$ cat src/rtl/clk_freq_monitor.sv
// Probe clock frequency monitor: counts synchronized probe edges per
// reference window and flags out-of-tolerance frequencies.
module clk_freq_monitor #(
   parameter int WINDOW = 960,
   parameter int EXPECT = 160,
   parameter int TOL    = 2,
   parameter int CNT_W  = 12,
   parameter int GOOD_N = 2
) (
   input  logic             clk_96M,
   input  logic             n_reset,
   input  logic             clk_probe,
   input  logic             enable,
   input  logic             clear_fault,
   output logic [CNT_W-1:0] count,
   output logic             valid,
   output logic             freq_ok,
   output logic             fault
);

   localparam int IDX_W  = $clog2(WINDOW);
   localparam int STK_W  = $clog2(GOOD_N + 1);
   localparam int MAXV   = (2 ** (CNT_W + 1)) - 1;
   localparam int LO_RAW = (EXPECT > TOL) ? (EXPECT - TOL) : 0;
   localparam int HI_RAW = EXPECT + TOL;
   localparam int LO_C   = (LO_RAW > MAXV) ? MAXV : LO_RAW;
   localparam int HI_C   = (HI_RAW > MAXV) ? MAXV : HI_RAW;

   localparam logic [CNT_W:0]     LO_B     = LO_C[CNT_W:0];
   localparam logic [CNT_W:0]     HI_B     = HI_C[CNT_W:0];
   localparam logic [IDX_W-1:0]   IDX_LAST = IDX_W'(WINDOW - 1);
   localparam logic [STK_W-1:0]   STK_MAX  = STK_W'(GOOD_N);
   localparam logic [CNT_W-1:0]   CNT_MAX  = '1;
   localparam logic [CNT_W-1:0]   CNT_ONE  = CNT_W'(1);

   typedef enum logic [1:0] {
      S_IDLE,
      S_SETTLE,
      S_MEASURE
   } state_t;

   state_t           r_state;
   logic             r_sync1;
   logic             r_sync2;
   logic             r_prev;
   logic [1:0]       r_settle;
   logic [IDX_W-1:0] r_idx;
   logic [CNT_W-1:0] r_cnt;
   logic [CNT_W-1:0] r_count;
   logic             r_valid;
   logic [STK_W-1:0] r_streak;
   logic             r_freq_ok;
   logic             r_fault;

   logic             w_edge;
   logic             w_last;
   logic [CNT_W-1:0] w_cnt_inc;
   logic [CNT_W-1:0] w_final;
   logic [CNT_W:0]   w_fin_x;
   logic             w_in_tol;
   logic [STK_W-1:0] w_stk_next;

   // The probe is plain asynchronous data here, never a clock.
   always_ff @(posedge clk_96M or negedge n_reset) begin
      if (!n_reset) begin
         r_sync1 <= 1'b0;
         r_sync2 <= 1'b0;
         r_prev  <= 1'b0;
      end else begin
         r_sync1 <= clk_probe;
         r_sync2 <= r_sync1;
         r_prev  <= r_sync2;
      end
   end

   assign w_edge    = r_sync2 & ~r_prev;
   assign w_last    = (r_state == S_MEASURE) && (r_idx == IDX_LAST);
   assign w_cnt_inc = (r_cnt == CNT_MAX) ? r_cnt : r_cnt + 1'b1;
   assign w_final   = w_edge ? w_cnt_inc : r_cnt;
   assign w_fin_x   = {1'b0, w_final};
   assign w_in_tol  = (w_fin_x >= LO_B) && (w_fin_x <= HI_B);

   always_comb begin
      w_stk_next = '0;
      if (w_in_tol) begin
         if (r_streak == STK_MAX) begin
            w_stk_next = r_streak;
         end else begin
            w_stk_next = r_streak + 1'b1;
         end
      end
   end

   always_ff @(posedge clk_96M or negedge n_reset) begin
      if (!n_reset) begin
         r_state   <= S_IDLE;
         r_settle  <= '0;
         r_idx     <= '0;
         r_cnt     <= '0;
         r_count   <= '0;
         r_valid   <= 1'b0;
         r_streak  <= '0;
         r_freq_ok <= 1'b0;
         r_fault   <= 1'b0;
      end else begin
         r_valid <= 1'b0;
         // A bad window later in this block overrides the clear.
         if (clear_fault) begin
            r_fault <= 1'b0;
         end
         if (!enable) begin
            r_state   <= S_IDLE;
            r_settle  <= '0;
            r_idx     <= '0;
            r_cnt     <= '0;
            r_streak  <= '0;
            r_freq_ok <= 1'b0;
         end else begin
            unique case (r_state)
               S_IDLE: begin
                  r_state  <= S_SETTLE;
                  r_settle <= '0;
               end
               S_SETTLE: begin
                  if (r_settle == 2'd3) begin
                     r_state <= S_MEASURE;
                     r_idx   <= '0;
                     r_cnt   <= '0;
                  end else begin
                     r_settle <= r_settle + 1'b1;
                  end
               end
               S_MEASURE: begin
                  if (w_last) begin
                     r_idx     <= '0;
                     r_cnt     <= w_edge ? CNT_ONE : '0;
                     r_count   <= w_final;
                     r_valid   <= 1'b1;
                     r_streak  <= w_stk_next;
                     r_freq_ok <= (w_stk_next == STK_MAX);
                     if (!w_in_tol) begin
                        r_fault <= 1'b1;
                     end
                  end else begin
                     r_idx <= r_idx + 1'b1;
                     r_cnt <= w_final;
                  end
               end
               default: begin
                  r_state <= S_IDLE;
               end
            endcase
         end
      end
   end

   assign count   = r_count;
   assign valid   = r_valid;
   assign freq_ok = r_freq_ok;
   assign fault   = r_fault;

endmodule

$ cat config.mk
export PLATFORM = sky130hd
export DESIGN_NAME = clk_freq_monitor
export DESIGN_NICKNAME = d
export VERILOG_FILES = /design/src/rtl/clk_freq_monitor.sv
export SDC_FILE = /design/constraint.sdc
export NUM_CORES = 1
export LEC_CHECK = 0
export BUFFER_PORTS_ARGS = -buffer_cell sky130_fd_sc_hd__buf_2
export CAP_MARGIN = 10
export CORE_MARGIN = 2
export CORE_UTILIZATION = 59
export DETAILED_ROUTE_END_ITERATION = 12
export GPL_ROUTABILITY_DRIVEN = 0
export PLACE_DENSITY = 0.79
export RECOVER_POWER = 100
export SLEW_MARGIN = 20
export SYNTH_ARGS = -nofsm -noshare
export SYNTH_HDL_FRONTEND = slang
export SYNTH_SLANG_ARGS = --single-unit
$ cat constraint.sdc
create_clock -name clk_96M -period 2.46 [get_ports clk_96M]
set_input_delay 0.246 -clock clk_96M [delete_from_list [all_inputs] [get_ports clk_96M]]
set_output_delay 0.246 -clock clk_96M [all_outputs]
set_load 0.1 [all_outputs]
==> results of run 1 <==
## per-stage QoR
stage          std cells  setup WS [ns]  utilization, %  cell area (µm²)
2_1_floorplan        266          0.505               -             2520
3_3_place_gp         327          0.285            65.2             2650
3_5_place_dp         327          0.215            65.2             2650
4_1_cts              336          0.138            68.9             2800
5_1_grt              336         0.0463            68.1             2760
6_report             336          0.195            68.1             2760
## where the power goes
group / leakage (nW) / internal, W / switching [W]
sequential: 0.633 / 0.000760 / 0.00000477
clock: 0.0714 / 0.000433 / 0.000250
combinational: 0.461 / 0.0000180 / 0.0000353
## cell type report
| class | count | area, µm² |
|---|---|---|
| Clock buffer | 6 | 82.6 |
| Clock inverter | 2 | 60.1 |
| Tap cell | 50 | 62.6 |
| Sequential cell | 46 | 1150 |
| Fill cell | 329 | 1300 |
| Inverter | 6 | 22.5 |
| Timing Repair Buffer | 25 | 113 |
| Multi-Input combinational cell | 201 | 1270 |
## worst min-delay path by stage
stage	start	to	slack, ns	depth (start not counted)
global placement	n_reset	r_cnt[3]	0.20	1
detailed placement	n_reset	r_cnt[3]	0.19	1
CTS	clk_probe	r_sync1	0.04	1
global route	clk_probe	r_sync1	0.03	1
floorplan	n_reset	count[0]	-0.05	0
finish	clk_probe	r_sync1	0.05	1
## state kept, by name (all words and copies together) (netlist names), 2 cells and up
signal and count:
count 12, r_cnt 12, r_settle 2, r_state 2, r_streak 2, r_idx 10
## critical path, stage by stage (launching register included)
cell and delay, ns:
dfrtp_1 0.45, ha_2 0.29, and3_1 0.20, a41oi_1 0.22, a311oi_1 0.38, nand4_1 0.15
a21oi_2 0.31, o22ai_1 0.13
## timing repair
item                       CTS  global route
setup endpoints to repair    0             3
hold buffers                 1             0
gates resized for setup      0             2
hold endpoints to repair    17             0
## cells by family after synthesis
group / after synthesis
DFF: 46
adders and majority gates: 4
muxes: 5
buffers and inverters: 19
xor gates and xnor gates: 7
AOI/OAI and AO/OA: 73
and+or+nand+nor: 112
## cells in the mapped netlist (2+ instances only)
| cell | count |
|---|---|
| a41o_1 | 2 |
| and3b_1 | 2 |
| a22oi_1 | 3 |
| clkbuf_1 | 4 |
| nand3b_1 | 3 |
| nor3_1 | 4 |
| nor2b_1 | 5 |
| and2_1 | 4 |
| inv_1 | 6 |
| and3_1 | 7 |
| o211ai_1 | 4 |
| nand2_1 | 41 |
| nor2_1 | 13 |
| dfrtp_1 | 46 |
| o21ai_0 | 29 |
| a21oi_1 | 14 |
| a31o_2 | 2 |
| buf_2 | 6 |
| o22ai_1 | 3 |
| nand4_1 | 7 |
| a22o_1 | 5 |
| mux2i_1 | 3 |
| xnor2_1 | 4 |
| nand3_4 | 2 |
| xor2_1 | 3 |
| nand2b_1 | 2 |
| nand3_1 | 6 |
| buf_4 | 3 |
| ha_1 | 4 |
| nor4_1 | 3 |
## layer usage
layer	up-vias	GRT usage, %	share of wire, %
li1	998	-	-
met1	955	29.5	43
met2	55	41.3	50
met3	14	5.23	4.5
met4	0	6.10	2.0
met5	-	0	0
==> run metrics, run 1 <==
outcome=finished, final reports clean; final setup vio count=0; largest net degree at the start of global routing=30; first-pass iteration count of the detailed router=5; CTS root buf=clkbuf_8; Synth cell types=56; Compound-Gate Fraction of Synth Area=approximately a fifth; HPWL Detailed=approximately 3700 µm; synthesized area per cell=around 9.5 µm²; H-Tree Level Count=2; Die Area=between 4000 and 5000 µm²; Final Max Slew Viols=0; remaining antenna violation count=0; PD cells=about 540 nW/µm²; relative slew slack=between 20% and 30%; flops & latches, synth=46; share of cells above drive strength 1=about a tenth; Initial DRC Count=about 280; Post-synth top flop=dfrtp_1; Post-Synth Adder-Cell Area=1.99%; sequential fraction of the synthesis area=a little under half; Post-Synthesis Cells=266; Worst Skew=roughly 0.0056 ns; vias in the first global route=1959; reg2reg end=fault; Worst Path Arrival=between 2 and 2.5 ns; CTS tree=built; mux cell area share after synthesis=2.24%; Max clock buf depth=2; syn_nets=about 280; CTS Buf Count=5; Reg2Reg Depth=7; Setup Total Neg Slack=0 ns; WP data required=approximately 2.6 ns; CP Launch Point=r_cnt[0]; Post-CTS Setup Bufs=0; RR Startpoint=r_cnt[0]; Tot Pwr=approximately 0.0015 W; final period utilization=92.1%; CP Capture Type=register; # diodes=0; Crit Path Max Fanout=6; RSZ-0062 raised after global routing=no; PortBufs=19; clock-pin slew on the worst setup and hold paths=~0.080 ns; Layout Nets=a little under 300; Critical Path Sink=fault; FFs w/ async S/R, synth=100%; worst reg-to-reg setup slack=between 0.15 and 0.2 ns; Die X-Extent=a little under 70 µm; synth top area cells=dfrtp_1, nand2_1, o21ai_0; Mapped Area=~2500 µm²; area delta synth->final=9.69%; combinational family with the most area after synthesis=simple AND/OR/NAND/NOR gates; Die H=between 60 and 70 µm; Total GRT Usage=23.6%; WL/cell=between 15 and 20 µm; Post-synth EDFFs=0; Skew-Pair Late Insertion Delay=0.30 ns; most common cell after layout, fill and taps aside=dfrtp_1; min cycle time layout=about 2.3 ns; Fin. Hold Viols=0; first-pass GRT wire length=just over 9000 µm; # DRC=0; # rows=23; vias post-DR=slightly above 2000; Highest Clock Rate=between 0.4 and 0.5 GHz; leading area contributor after synthesis=dfrtp_1; Initial Util=between 60% and 70%; I/O pin count=20; Max Cap Viol=0; routed wire length=around 5400 µm; critical path class=reg2reg; XOR/XNOR share of the synthesized area=under 10%; Synth top area share=between 40% and 50%; Pleak=roughly 1.2 nW; core area=between 4000 and 5000 µm²; grt ovf=0; Max IR drop VDD=~280 µV; initial antenna violation count=0; Synthesis Warnings=0; hold slack=around 0.05 ns; Hold Crit Class=in2reg; simple logic cell fraction of the synthesized area=around 25%; via density per instance=about 6; Worst-Margin Slew=between 1 and 1.5 ns; CP Launch Type=register; most frequent cells in the layout=dfrtp_1, nand2_1, o21ai_0; clk sinks=46
(Power assumes the default switching activity.)
==> run 2: changes to the inputs <==
--- a/config.mk
+++ b/config.mk
@@ -11,8 +11,9 @@
 export CORE_UTILIZATION = 59
 export DETAILED_ROUTE_END_ITERATION = 12
 export GPL_ROUTABILITY_DRIVEN = 0
-export PLACE_DENSITY = 0.79
-export RECOVER_POWER = 100
+export PLACE_DENSITY = 0.82
+export RECOVER_POWER = 25
+export SETUP_SLACK_MARGIN = 0.5
 export SLEW_MARGIN = 20
 export SYNTH_ARGS = -nofsm -noshare
 export SYNTH_HDL_FRONTEND = slang
==> run metrics, run 2 (synthesis results as in run 1) <==
Setup Total Neg Slack=0 ns (unchanged); initial antenna violation count=0 (unchanged); vias post-DR=2097 (was 2022); min cycle time layout=1.91 ns (was 2.26 ns); Layout Nets=301 (was 294); RSZ-0062 raised after global routing=no (unchanged); Cell Count, Final, Fillers Out=342 (was 336); CTS tree=built (unchanged); routed wire length=5600 µm (was 5360 µm); Hold Crit Class=in2reg (unchanged); worst setup margin=0.547 ns (was 0.195 ns); Met1 Wirelength=2450 µm (was 2310 µm); Initial Util=62.0% (unchanged); met3 WL post-DR=306 µm (was 243 µm); area delta synth->final=18.0% (was 9.69%); CP Capture Type=register (unchanged); CP peak stage delay=0.43 ns (was 0.45 ns); Crit Path Max Fanout=4 (was 6); clock-pin slew on the worst setup and hold paths=0.08 ns (about the same); # fillers=275 (was 329); dpl cells=327 (unchanged); crit-path leading delay family=compound AO/OA/AOI/OAI gates (unchanged); first-pass GRT wire length=9010 µm (was 9150 µm); CTS root buf=clkbuf_8 (unchanged); most frequent cells in the layout=nand2_1, dfrtp_1, o21ai_0 (was dfrtp_1, nand2_1, o21ai_0); Max Cap Viol=0 (unchanged); vias in the first global route=1969 (was 1959); Die Area=4810 µm² (unchanged); Initial DRC Count=177 (was 277); Total GRT Usage=23.3% (was 23.6%); HPWL Detailed=3570 µm (was 3670 µm); DP Worst Slack=0.286 ns (was 0.215 ns); Highest Clock Rate=0.523 GHz (was 0.442 GHz); Die H=69.3 µm (unchanged); Worst Skew=0.00983 ns (was 0.00564 ns); grt ovf=0 (unchanged); Max IR drop VDD=396 µV (was 277 µV); PD cells=468 nW/µm² (was 544 nW/µm²); share of cells above drive strength 1=26.7% (was 10.1%); most common cell after layout, fill and taps aside=nand2_1 (was dfrtp_1); cells along the critical path=nand2b_4 -> nor4_4 -> mux2i_1 -> o211ai_1 -> a21oi_4 -> a41o_1 (was ha_2 -> and3_1 -> a41oi_1 -> a311oi_1 -> nand4_1 -> a21oi_2 -> o22ai_1); WP data required=2.71 ns (was 2.62 ns); # rows=23 (unchanged); first-pass iteration count of the detailed router=6 (was 5); # diodes=0 (unchanged); largest net degree at the start of global routing=47 (was 30); Worst Path Arrival=2.16 ns (was 2.42 ns); worst path bufs/invs=0 (unchanged); critical path class=reg2reg (unchanged); met2 wire length=2720 µm (was 2700 µm); core area=4060 µm² (unchanged); I/O pin count=20 (unchanged); # DRC=0 (unchanged); H-Tree Level Count=2 (unchanged); Fin. Hold Viols=0 (unchanged); final setup vio count=0 (unchanged); final period utilization=77.8% (was 92.1%); remaining antenna violation count=0 (unchanged); Max clock buf depth=2 (unchanged); clk sinks=46 (unchanged); Top Layer Used=met4 (unchanged); PortBufs=19 (unchanged); relative slew slack=27.0% (was 22.4%); CP max stage cell=dfrtp_1 (unchanged); Tot Pwr=0.00139 W (was 0.00150 W); Skew-Pair Late Insertion Delay=0.30 ns (about the same); WL/cell=16.4 µm (was 16.0 µm); Pleak=1.33 nW (was 1.17 nW); Final Max Slew Viols=0 (unchanged); Worst-Margin Slew=1.10 ns (was 1.17 ns); via density per instance=6.13 (was 6.02); Die X-Extent=69.3 µm (unchanged); CP Launch Type=register (unchanged); CTS Buf Count=5 (unchanged); outcome=finished, final reports clean (unchanged)
[run 2: cell count changes in the layout (fill, tap and decap cells not counted), sizes merged]
cell and change:
buf +25, bufinv -1, clkbuf -18
[run 2: path summary, 6_finish.rpt]
path / start / to / slack [ns] / cells after the start
setup / recovery: r_prev / r_streak[1] / 0.55 / 6
hold / removal: clk_probe / r_sync1 / 0.05 / 1
setup reg to reg: r_prev / r_streak[1] / 0.55 / 6
hold reg to reg: r_sync1 / r_sync2 / 0.36 / 0
max in group asynchronous: n_reset / r_idx[6] / 1.04 / 2
min in group asynchronous: n_reset / count[2] / 0.67 / 2
[run 2: report_power, final]
| group | internal (W) | total, W | switching (W) |
|---|---|---|---|
| sequential | 0.000761 | 0.000767 | 0.00000640 |
| combinational | 0.0000200 | 0.0000557 | 0.0000357 |
| clock | 0.000325 | 0.000567 | 0.000242 |
| total | 0.00111 | 0.00139 | 0.000284 |
[run 2: layout make-up]
class | instances | area (µm²) | share of cell area [%]
clock buffers | 6 | 82.6 | 2.78
clock inverters | 1 | 30.0 | 1.01
inverters | 6 | 22.5 | 0.758
multi-input cells | 201 | 1410 | 47.5
flip-flops and latches | 46 | 1170 | 39.2
well taps | 50 | 62.6 | 2.11
repair buffers | 32 | 195 | 6.57
[run 2: per-stage QoR]
step | hold slack (ns) | utilization, % | area (µm²)
2_1_floorplan | -0.0496 | - | 2520
3_3_place_gp | 0.335 | 65.2 | 2650
3_5_place_dp | 0.340 | 65.2 | 2650
4_1_cts | 0.0426 | 69.6 | 2820
5_1_grt | 0.0356 | 73.2 | 2970
6_report | 0.0518 | 73.2 | 2970
[run 2: routing by layer]
layer / GRT usage [%] / up-vias
met5: 0 / -
met3: 5.23 / 14
li1: - / 1012
met1: 29.8 / 996
met2: 37.8 / 75
met4: 10.7 / 0
[run 2: what timing repair did]
action / in CTS / in global routing
setup buffers: 2 / 5
pin swaps: 3 / 6
endpoints found under the setup margin: 12 / 22
hold buffers: 0 / 1
resized for setup: 15 / 24
endpoints found under the hold margin: 0 / 46
